[config.mk]
export PLATFORM = sky130hd
export DESIGN_NAME = spi_slave_param_flat
export DESIGN_NICKNAME = d
export VERILOG_FILES = /design/src/rtl/spi_slave_param_if.sv /design/src/rtl/spi_slave_param.sv /design/src/flat_wrapper.sv
export SDC_FILE = /design/constraint.sdc
export NUM_CORES = 1
export LEC_CHECK = 0
export CAP_MARGIN = 20
export CORE_MARGIN = 2
export CORE_UTILIZATION = 30
export DETAILED_ROUTE_END_ITERATION = 8
export SLEW_MARGIN = 20
export SYNTH_ARGS = -nofsm -noshare
export SYNTH_HDL_FRONTEND = slang
export SYNTH_SLANG_ARGS = --single-unit
[constraint.sdc]
create_clock -name clk -period 2.08 [get_ports clk]
set_input_delay 0.312 -clock clk [delete_from_list [all_inputs] [get_ports clk]]
set_output_delay 0.312 -clock clk [all_outputs]
set_load 0.02 [all_outputs]
[src/rtl/spi_slave_param_if.sv]
// SPI slave bus bundle: serial pins plus the RAM-side frame/response handshake.
//   SS_n, MOSI        serial select and data in (driven by the master)
//   MISO              serial data out (driven by the slave)
//   rx_data/rx_valid  completed frame {cmd[1:0], payload} and its one-cycle strobe
//   tx_data/tx_valid  read response payload and its qualifier
//   frame_err         one-cycle pulse on an aborted frame or response
//   busy              slave is not idle
interface spi_slave_param_if #(
  parameter int unsigned DATA_W = 8
);
  localparam int unsigned FRAME_W = DATA_W + 2;

  logic               SS_n;
  logic               MOSI;
  logic               MISO;
  logic [FRAME_W-1:0] rx_data;
  logic               rx_valid;
  logic [DATA_W-1:0]  tx_data;
  logic               tx_valid;
  logic               frame_err;
  logic               busy;

  modport slave (
    input  SS_n, MOSI, tx_data, tx_valid,
    output MISO, rx_data, rx_valid, frame_err, busy
  );

  modport master (
    output SS_n, MOSI, tx_data, tx_valid,
    input  MISO, rx_data, rx_valid, frame_err, busy
  );
endinterface

[src/rtl/spi_slave_param.sv]
// Parametrised SPI slave. Deserialises frames of 2 command bits + DATA_W payload bits
// (MSB first, sampled on clk), presents each frame as rx_data with a one-cycle rx_valid,
// and on a read-data command (11) waits for tx_valid and serialises tx_data onto MISO.
// Ports:
//   clk    system clock, rising edge
//   rst_n  asynchronous active-low reset
//   bus    spi_slave_param_if.slave (SS_n, MOSI, MISO, rx_*, tx_*, frame_err, busy)
// Parameters:
//   DATA_W      payload width
//   BURST_EN    1 = next frame starts straight away while SS_n stays low
//   TX_TIMEOUT  max cycles waiting for tx_valid, 0 = wait forever
module spi_slave_param #(
  parameter int unsigned DATA_W     = 8,
  parameter bit          BURST_EN   = 1'b0,
  parameter int unsigned TX_TIMEOUT = 16
) (
  input logic              clk,
  input logic              rst_n,
  spi_slave_param_if.slave bus
);
  localparam int unsigned FRAME_W = DATA_W + 2;
  localparam int unsigned CntW    = $clog2(FRAME_W + 1);
  localparam int unsigned ToW     = (TX_TIMEOUT > 1) ? $clog2(TX_TIMEOUT + 1) : 1;

  typedef enum logic [2:0] {StIdle, StRx, StTxWait, StSend, StDone} state_e;

  state_e             state_q, state_d;
  logic [CntW-1:0]    cnt_q, cnt_d;
  logic [ToW-1:0]     to_cnt_q, to_cnt_d;
  logic [FRAME_W-2:0] shift_q, shift_d;
  logic [DATA_W-1:0]  tx_sh_q, tx_sh_d;
  logic               miso_q, miso_d;
  logic [FRAME_W-1:0] rx_data_q, rx_data_d;
  logic               rx_valid_q, rx_valid_d;
  logic               frame_err_q, frame_err_d;
  logic [FRAME_W-1:0] frame_full;

  // Frame as it would look if the current edge delivers the last bit.
  assign frame_full = {shift_q, bus.MOSI};

  always_ff @(posedge clk or negedge rst_n) begin
    if (!rst_n) begin
      state_q     <= StIdle;
      cnt_q       <= '0;
      to_cnt_q    <= '0;
      shift_q     <= '0;
      tx_sh_q     <= '0;
      miso_q      <= 1'b0;
      rx_data_q   <= '0;
      rx_valid_q  <= 1'b0;
      frame_err_q <= 1'b0;
    end else begin
      state_q     <= state_d;
      cnt_q       <= cnt_d;
      to_cnt_q    <= to_cnt_d;
      shift_q     <= shift_d;
      tx_sh_q     <= tx_sh_d;
      miso_q      <= miso_d;
      rx_data_q   <= rx_data_d;
      rx_valid_q  <= rx_valid_d;
      frame_err_q <= frame_err_d;
    end
  end

  always_comb begin
    state_d     = state_q;
    cnt_d       = cnt_q;
    to_cnt_d    = to_cnt_q;
    shift_d     = shift_q;
    tx_sh_d     = tx_sh_q;
    miso_d      = miso_q;
    rx_data_d   = rx_data_q;
    rx_valid_d  = 1'b0;
    frame_err_d = 1'b0;

    unique case (state_q)
      StIdle: begin
        miso_d = 1'b0;
        // No bit is sampled on the select edge itself.
        if (!bus.SS_n) begin
          state_d = StRx;
          cnt_d   = CntW'(FRAME_W);
          shift_d = '0;
        end
      end

      StRx: begin
        if (bus.SS_n) begin
          // A bit only counts with SS_n low, so a partial frame is dropped here.
          state_d     = StIdle;
          miso_d      = 1'b0;
          frame_err_d = 1'b1;
        end else begin
          shift_d = frame_full[FRAME_W-2:0];
          cnt_d   = cnt_q - CntW'(1);
          if (cnt_q == CntW'(1)) begin
            rx_data_d  = frame_full;
            rx_valid_d = 1'b1;
            if (frame_full[FRAME_W-1:FRAME_W-2] == 2'b11) begin
              state_d  = StTxWait;
              to_cnt_d = '0;
            end else if (BURST_EN) begin
              cnt_d = CntW'(FRAME_W);
            end else begin
              state_d = StDone;
            end
          end
        end
      end

      StTxWait: begin
        miso_d = 1'b0;
        if (bus.SS_n) begin
          state_d     = StIdle;
          frame_err_d = 1'b1;
        end else if (bus.tx_valid) begin
          tx_sh_d = bus.tx_data;
          cnt_d   = CntW'(DATA_W);
          state_d = StSend;
        end else if (TX_TIMEOUT != 0) begin
          to_cnt_d = to_cnt_q + ToW'(1);
          if (32'(to_cnt_d) == TX_TIMEOUT) begin
            frame_err_d = 1'b1;
            state_d     = StDone;
          end
        end
      end

      StSend: begin
        if (bus.SS_n) begin
          state_d     = StIdle;
          miso_d      = 1'b0;
          frame_err_d = 1'b1;
        end else if (cnt_q != '0) begin
          miso_d  = tx_sh_q[DATA_W-1];
          tx_sh_d = tx_sh_q << 1;
          cnt_d   = cnt_q - CntW'(1);
        end else begin
          // Trailing edge after the last bit returns MISO low.
          miso_d = 1'b0;
          if (BURST_EN) begin
            state_d = StRx;
            cnt_d   = CntW'(FRAME_W);
          end else begin
            state_d = StDone;
          end
        end
      end

      StDone: begin
        miso_d = 1'b0;
        if (bus.SS_n) state_d = StIdle;
      end

      default: state_d = StIdle;
    endcase
  end

  assign bus.MISO      = miso_q;
  assign bus.rx_data   = rx_data_q;
  assign bus.rx_valid  = rx_valid_q;
  assign bus.frame_err = frame_err_q;
  assign bus.busy      = (state_q != StIdle);
endmodule

[src/flat_wrapper.sv]
// flat-port wrapper written by rule: the top's interface ports become plain ports
module spi_slave_param_flat 
#(
  parameter int unsigned DATA_W     = 8,
  parameter bit          BURST_EN   = 1'b0,
  parameter int unsigned TX_TIMEOUT = 16
)
  (clk, rst_n, bus_SS_n, bus_MOSI, bus_tx_data, bus_tx_valid, bus_MISO, bus_rx_data, bus_rx_valid, bus_frame_err, bus_busy);
  spi_slave_param_if #(.DATA_W(DATA_W)) bus_i ();
  input logic clk;
  input logic rst_n;
  input wire logic [$bits(bus_i.SS_n)-1:0] bus_SS_n;
  input wire logic [$bits(bus_i.MOSI)-1:0] bus_MOSI;
  input wire logic [$bits(bus_i.tx_data)-1:0] bus_tx_data;
  input wire logic [$bits(bus_i.tx_valid)-1:0] bus_tx_valid;
  output wire logic [$bits(bus_i.MISO)-1:0] bus_MISO;
  output wire logic [$bits(bus_i.rx_data)-1:0] bus_rx_data;
  output wire logic [$bits(bus_i.rx_valid)-1:0] bus_rx_valid;
  output wire logic [$bits(bus_i.frame_err)-1:0] bus_frame_err;
  output wire logic [$bits(bus_i.busy)-1:0] bus_busy;
  assign bus_i.SS_n = bus_SS_n;
  assign bus_i.MOSI = bus_MOSI;
  assign bus_i.tx_data = bus_tx_data;
  assign bus_i.tx_valid = bus_tx_valid;
  assign bus_MISO = bus_i.MISO;
  assign bus_rx_data = bus_i.rx_data;
  assign bus_rx_valid = bus_i.rx_valid;
  assign bus_frame_err = bus_i.frame_err;
  assign bus_busy = bus_i.busy;
  spi_slave_param #(.DATA_W(DATA_W), .BURST_EN(BURST_EN), .TX_TIMEOUT(TX_TIMEOUT)) u_core (.clk(clk), .rst_n(rst_n), .bus(bus_i));
endmodule
Word level (Yosys, flattened, before mapping). Cells that the tools add are included.

Register bits after elaboration: 42. Bits in latches: 0. Memory bits (writable): 0. Bits in read-only memories: 0. Input port bits: 13. Output and inout bits: 14. Logic and storage cells: 94. Memories: 0.

Add/subtract/negate cells: 2. Multipliers: 0. Divide/modulo/power cells: 0. $lt $le $gt $ge: 0. Equality and inequality tests: 21. Shift-type cells: 0. Multiplexer cells: 44. Bitwise gates (word level): 1. Reductions and logical operators: 17.

Operators by type and width (count): $mux 8 (4); $mux 3 (10); $mux 5 (5); $mux 4 (6); $mux 9 (2); $pmux 9 s2 (1); $ne 2x2->1 const B (8); $pmux 4 s4 (1); $pmux 8 s2 (1); $pmux 3 s5 (1); $mux 1 (10); $pmux 5 s2 (1); $reduce_and 5->1 (2); $reduce_bool 4->1 (2); $reduce_and 7->1 (1); $eq 3x2->1 const B (2); $ne 2x1->1 const B (3); $reduce_and 3->1 (2); $reduce_and 6->1 (1); $reduce_bool 2->1 (3); $reduce_bool 3->1 (2); $add 5x1->5 const B (1); $eq 5x5->1 const B (1); $eq 4x1->1 const B (1); 14 further kinds (14).

Depth between registers and ports, before layout.
Word-level depth: 6. Mapped depth: 8. Mapped depth without buffers: 6.

Least setup slack after synthesis. OpenSTA, ideal clock, no wires.

Path kind: flip-flop to flip-flop. From: reg u_core.cnt_q[0]. To: reg u_core.tx_sh_q[0]. Setup time: 128 ps. Data arrival time: 1364 ps. Required time: 1952 ps. Setup slack: 589 ps. Cell stages (with the launch flop): 8. Buffers on the path: 2. Period minus slack after synthesis: 1491 ps. Cells stage by stage: dfrtp_1 inv_1 ha_1 a31oi_1 and3_1 buf_4 buf_6 o32ai_1.

Word-level cells in the longest chain between the ends: 3.

RTL lines: from (decl) (line spi_slave_param.sv:28) `logic [CntW-1:0] cnt_q, cnt_d;`; from (signal assigned) (line spi_slave_param.sv:54) `cnt_q <= cnt_d;`; $reduce_bool 4->1 (line spi_slave_param.sv:134) `end else if (cnt_q != '0) begin`; $ne 2x1->1 (no source line); $reduce_and 5->1 (no source line); to (signal assigned) (line spi_slave_param.sv:57) `tx_sh_q <= tx_sh_d;`; to (decl) (line spi_slave_param.sv:31) `logic [DATA_W-1:0] tx_sh_q, tx_sh_d;`.

No other way between the ends. A chain may end at the register's enable or synchronous reset.

Worst setup path in the final report.
From: reg u_core.state_q[1]. To: out bus_busy.

Word-level cells in the longest chain between the ends: 1.

RTL lines: from (decl) (line spi_slave_param.sv:27) `state_e state_q, state_d;`; from (signal assigned) (line spi_slave_param.sv:43) `state_q <= StIdle;`; from (signal assigned) (line spi_slave_param.sv:53) `state_q <= state_d;`; $reduce_bool 3->1 (line spi_slave_param.sv:163) `assign bus.busy = (state_q != StIdle);`; to (decl) (line flat_wrapper.sv:20) `output wire logic [$bits(bus_i.busy)-1:0] bus_busy;`.

No other way between the ends.

==> results by group <==
Outcome
  – Run status: completed

Power and ir drop
  – Cell Pwr Density: 875 mW/mm²
  – Total power: ~0.0022 W
  – Leakage: 1.25 nW
  – Maximum vdd drop: 0.305 mV

Logic synthesis
  – Synth area leader: dfrtp_1
  – Most used DFF post-synth: dfrtp_1
  – Number of synthesized register bits: between 40 and 50
  – Synthesized net count: 236
  – Mapped Cells: about 220
  – Distinct cells, synth: 44
  – Most frequent cells after synthesis: nand2_1 (62), dfrtp_1 (42), nand3_1 (16)
  – Synthesized area per cell: 9.34 µm²
  – Post-synthesis sequential area ratio: 0.514
  – Synth top area cells: dfrtp_1 (51%), nand2_1 (11%), mux2i_1 (3.9%)
  – Post-Syn Area: ~0.0020 mm²
  – Most frequent cell after synthesis: nand2_1
  – Async set-reset flop share out of synthesis: 1.00
  – Synth warnings: 0
  – Post-synth top area share: 0.514
  – Post-synth EDFFs: 0

Floorplanning
  – Core area: 0.00668 mm²
  – Initial Utilization: 0.306
  – Die X: between 80 and 90 µm
  – Ports: 27
  – Die area: 0.00750 mm²
  – # rows: 30
  – DIE HEIGHT: 86.6 µm

Cells and area
  – Nets: between 200 and 300
  – Ant diodes: 0
  – Layout cell share with drive strength beyond 1: 0.0984
  – Area occupied by registers: ~0.0011 mm²
  – Multi-input gate area: 903 µm²
  – Area delta synth->final: 24.2%
  – Final design utilization: 0.380
  – FILL cells: 695

Clock network
  – H-tree depth: 2
  – CTS tree: yes
  – TritonCTS buffer count: 5
  – Clock Latency Late Sink: 290 ps
  – Clock-pin slew on the worst setup and hold paths: 80 ps
  – CTS Buffer Depth: 2
  – CTS root buf: clkbuf_8
  – CTS sink cnt: 42
  – Post-CTS sizing: 0

Worst setup path
  – Crit path max fanout: 8
  – Worst endpoint required time: 1770 ps
  – CP Class: flip-flop to output pin
  – Arrival time worst endpoint: between 1500 and 2000 ps
  – Startpoint types: flip-flop
  – Worst Setup End Kind: output pin

STA
  – Setup TNS: 0 ps
  – Final setup viols: 0
  – Setup Skew: around 5.2 ps
  – Max transition margin: 0.670
  – Peak Freq: 0.501 GHz
  – Hold Vio Cnt, Final: 0
  – RSZ-0062 raised after global routing: no
  – Max-slew violation count: 0
  – Final min period: 1990 ps
  – Worst Max-Slew Pin Slew: 495 ps
  – Final period utilization: 0.959

Detailed routing
  – First-pass DRT Iterations: 4
  – Routed wire length: about 4300 µm
  – DRC violations left: 0
  – WL per Instance: 12.7 µm
  – Vias/cell: 4.80
  – Post-DRT Antenna Nets: 0
  – Starting DRC count in detailed routing: 86
  – Vias: 1,604

Global routing
  – GRT Total Usage: 0.123
  – Pin count of the biggest net entering global routing: 24
  – Number of global-route vias before repair: ~1,500
  – Total gr overflow: 0
  – First-pass GRT wire length: 7110 µm
  – Initial antenna violation count: 0

Placed design
  – Buffers on Ports: 26
  – Detail Placement HPWL: 3090 µm
  – Routability congestion estimate: ~0.88

Flow run
  – Max Cap Violations: 0

Worst hold path
  – Hold WC Path Type: flip-flop to flip-flop
critical path: stages, from the launching register on:
cell,delay (ps)
dfrtp_1,470
or3_1,380
clkdlybuf4s50_1,550
state kept, by name, indices dropped and copies added (netlist names):
name,flops
u_core.shift_q,9
u_core.to_cnt_q,5
u_core.bus.rx_data,10
u_core.bus.rx_valid,1
u_core.bus.frame_err,1
u_core.bus.MISO,1
u_core.cnt_q,4
u_core.state_q,3
u_core.tx_sh_q,8
worst paths after layout:
kind / slack, ps / start / cells after the start / to
min in group asynchronous: 520 / rst_n / 2 / u_core.tx_sh_q[2]
worst min-delay path: 470 / u_core.bus.rx_data[6] / 2 / u_core.bus.rx_data[6]
worst max register to register: 370 / u_core.state_q[1] / 6 / u_core.to_cnt_q[0]
worst max-delay path: 90 / u_core.state_q[1] / 2 / bus_busy
worst min register to register: 470 / u_core.bus.rx_data[6] / 2 / u_core.bus.rx_data[6]
max in group asynchronous: 1080 / rst_n / 3 / u_core.bus.rx_valid
layout by cell type, fill, tap and decap left out, drive strengths merged, types with 7 or more instances in the layout:
master	instances
nand2	62
dfrtp	42
clkdlybuf4s50	25
nand3	16
nor2	14
a21oi	11
buf	10
inv	9
mux2i	8
clkbuf	7
report_power, final:
group | internal [W] | switching (W)
registers | 0.000896 | 0.0000555
logic | 0.000255 | 0.000388
clock network | 0.000359 | 0.000269
total | 0.00151 | 0.000713
timing repair:
action,4_1_cts,5_1_grt
hold buffers,1,0
endpoints found under the setup margin,0,0
hold endpoints to repair,19,0
setup buffers,0,0
logic make-up after synthesis:
kind of cell | Yosys count | share of synthesized area
compound gates | 34 | 0.118
xor+xnor | 4 | 0.0171
fa+ha+maj | 4 | 0.0245
buf+inv | 18 | 0.0446
flops | 42 | 0.514
mux | 9 | 0.0446
simple gates | 108 | 0.237
per-layer routing:
metal | share of wire | vias up | global-route usage
li1 | - | 809 | -
met1 | 0.47 | 768 | 0.157
met4 | 0.019 | 0 | 0.0611
met3 | 0.031 | 4 | 0.0276
met2 | 0.47 | 23 | 0.197
met5 | 0 | - | 0
metrics by stage:
stage,setup WS (ps),area (µm²),hold slack [ps],cells
final,85.9,2540,472,334
after global routing,11.1,2540,508,334
after CTS,61.6,2540,481,334
after detailed placement,135,2420,307,325
after global placement,150,2420,310,325
after floorplan,589,2050,16.4,219
cell type report:
| cell class | instances | area share |
|---|---|---|
| Tap cell | 80 | 0.0394 |
| Clock inverter | 1 | 0.0118 |
| Clock buffer | 7 | 0.0300 |
| Multi-Input combinational cell | 159 | 0.356 |
| Inverter | 9 | 0.0133 |
| Timing Repair Buffer | 36 | 0.136 |
| Sequential cell | 42 | 0.414 |
No activity file was read; power rests on OpenSTA's default activity.
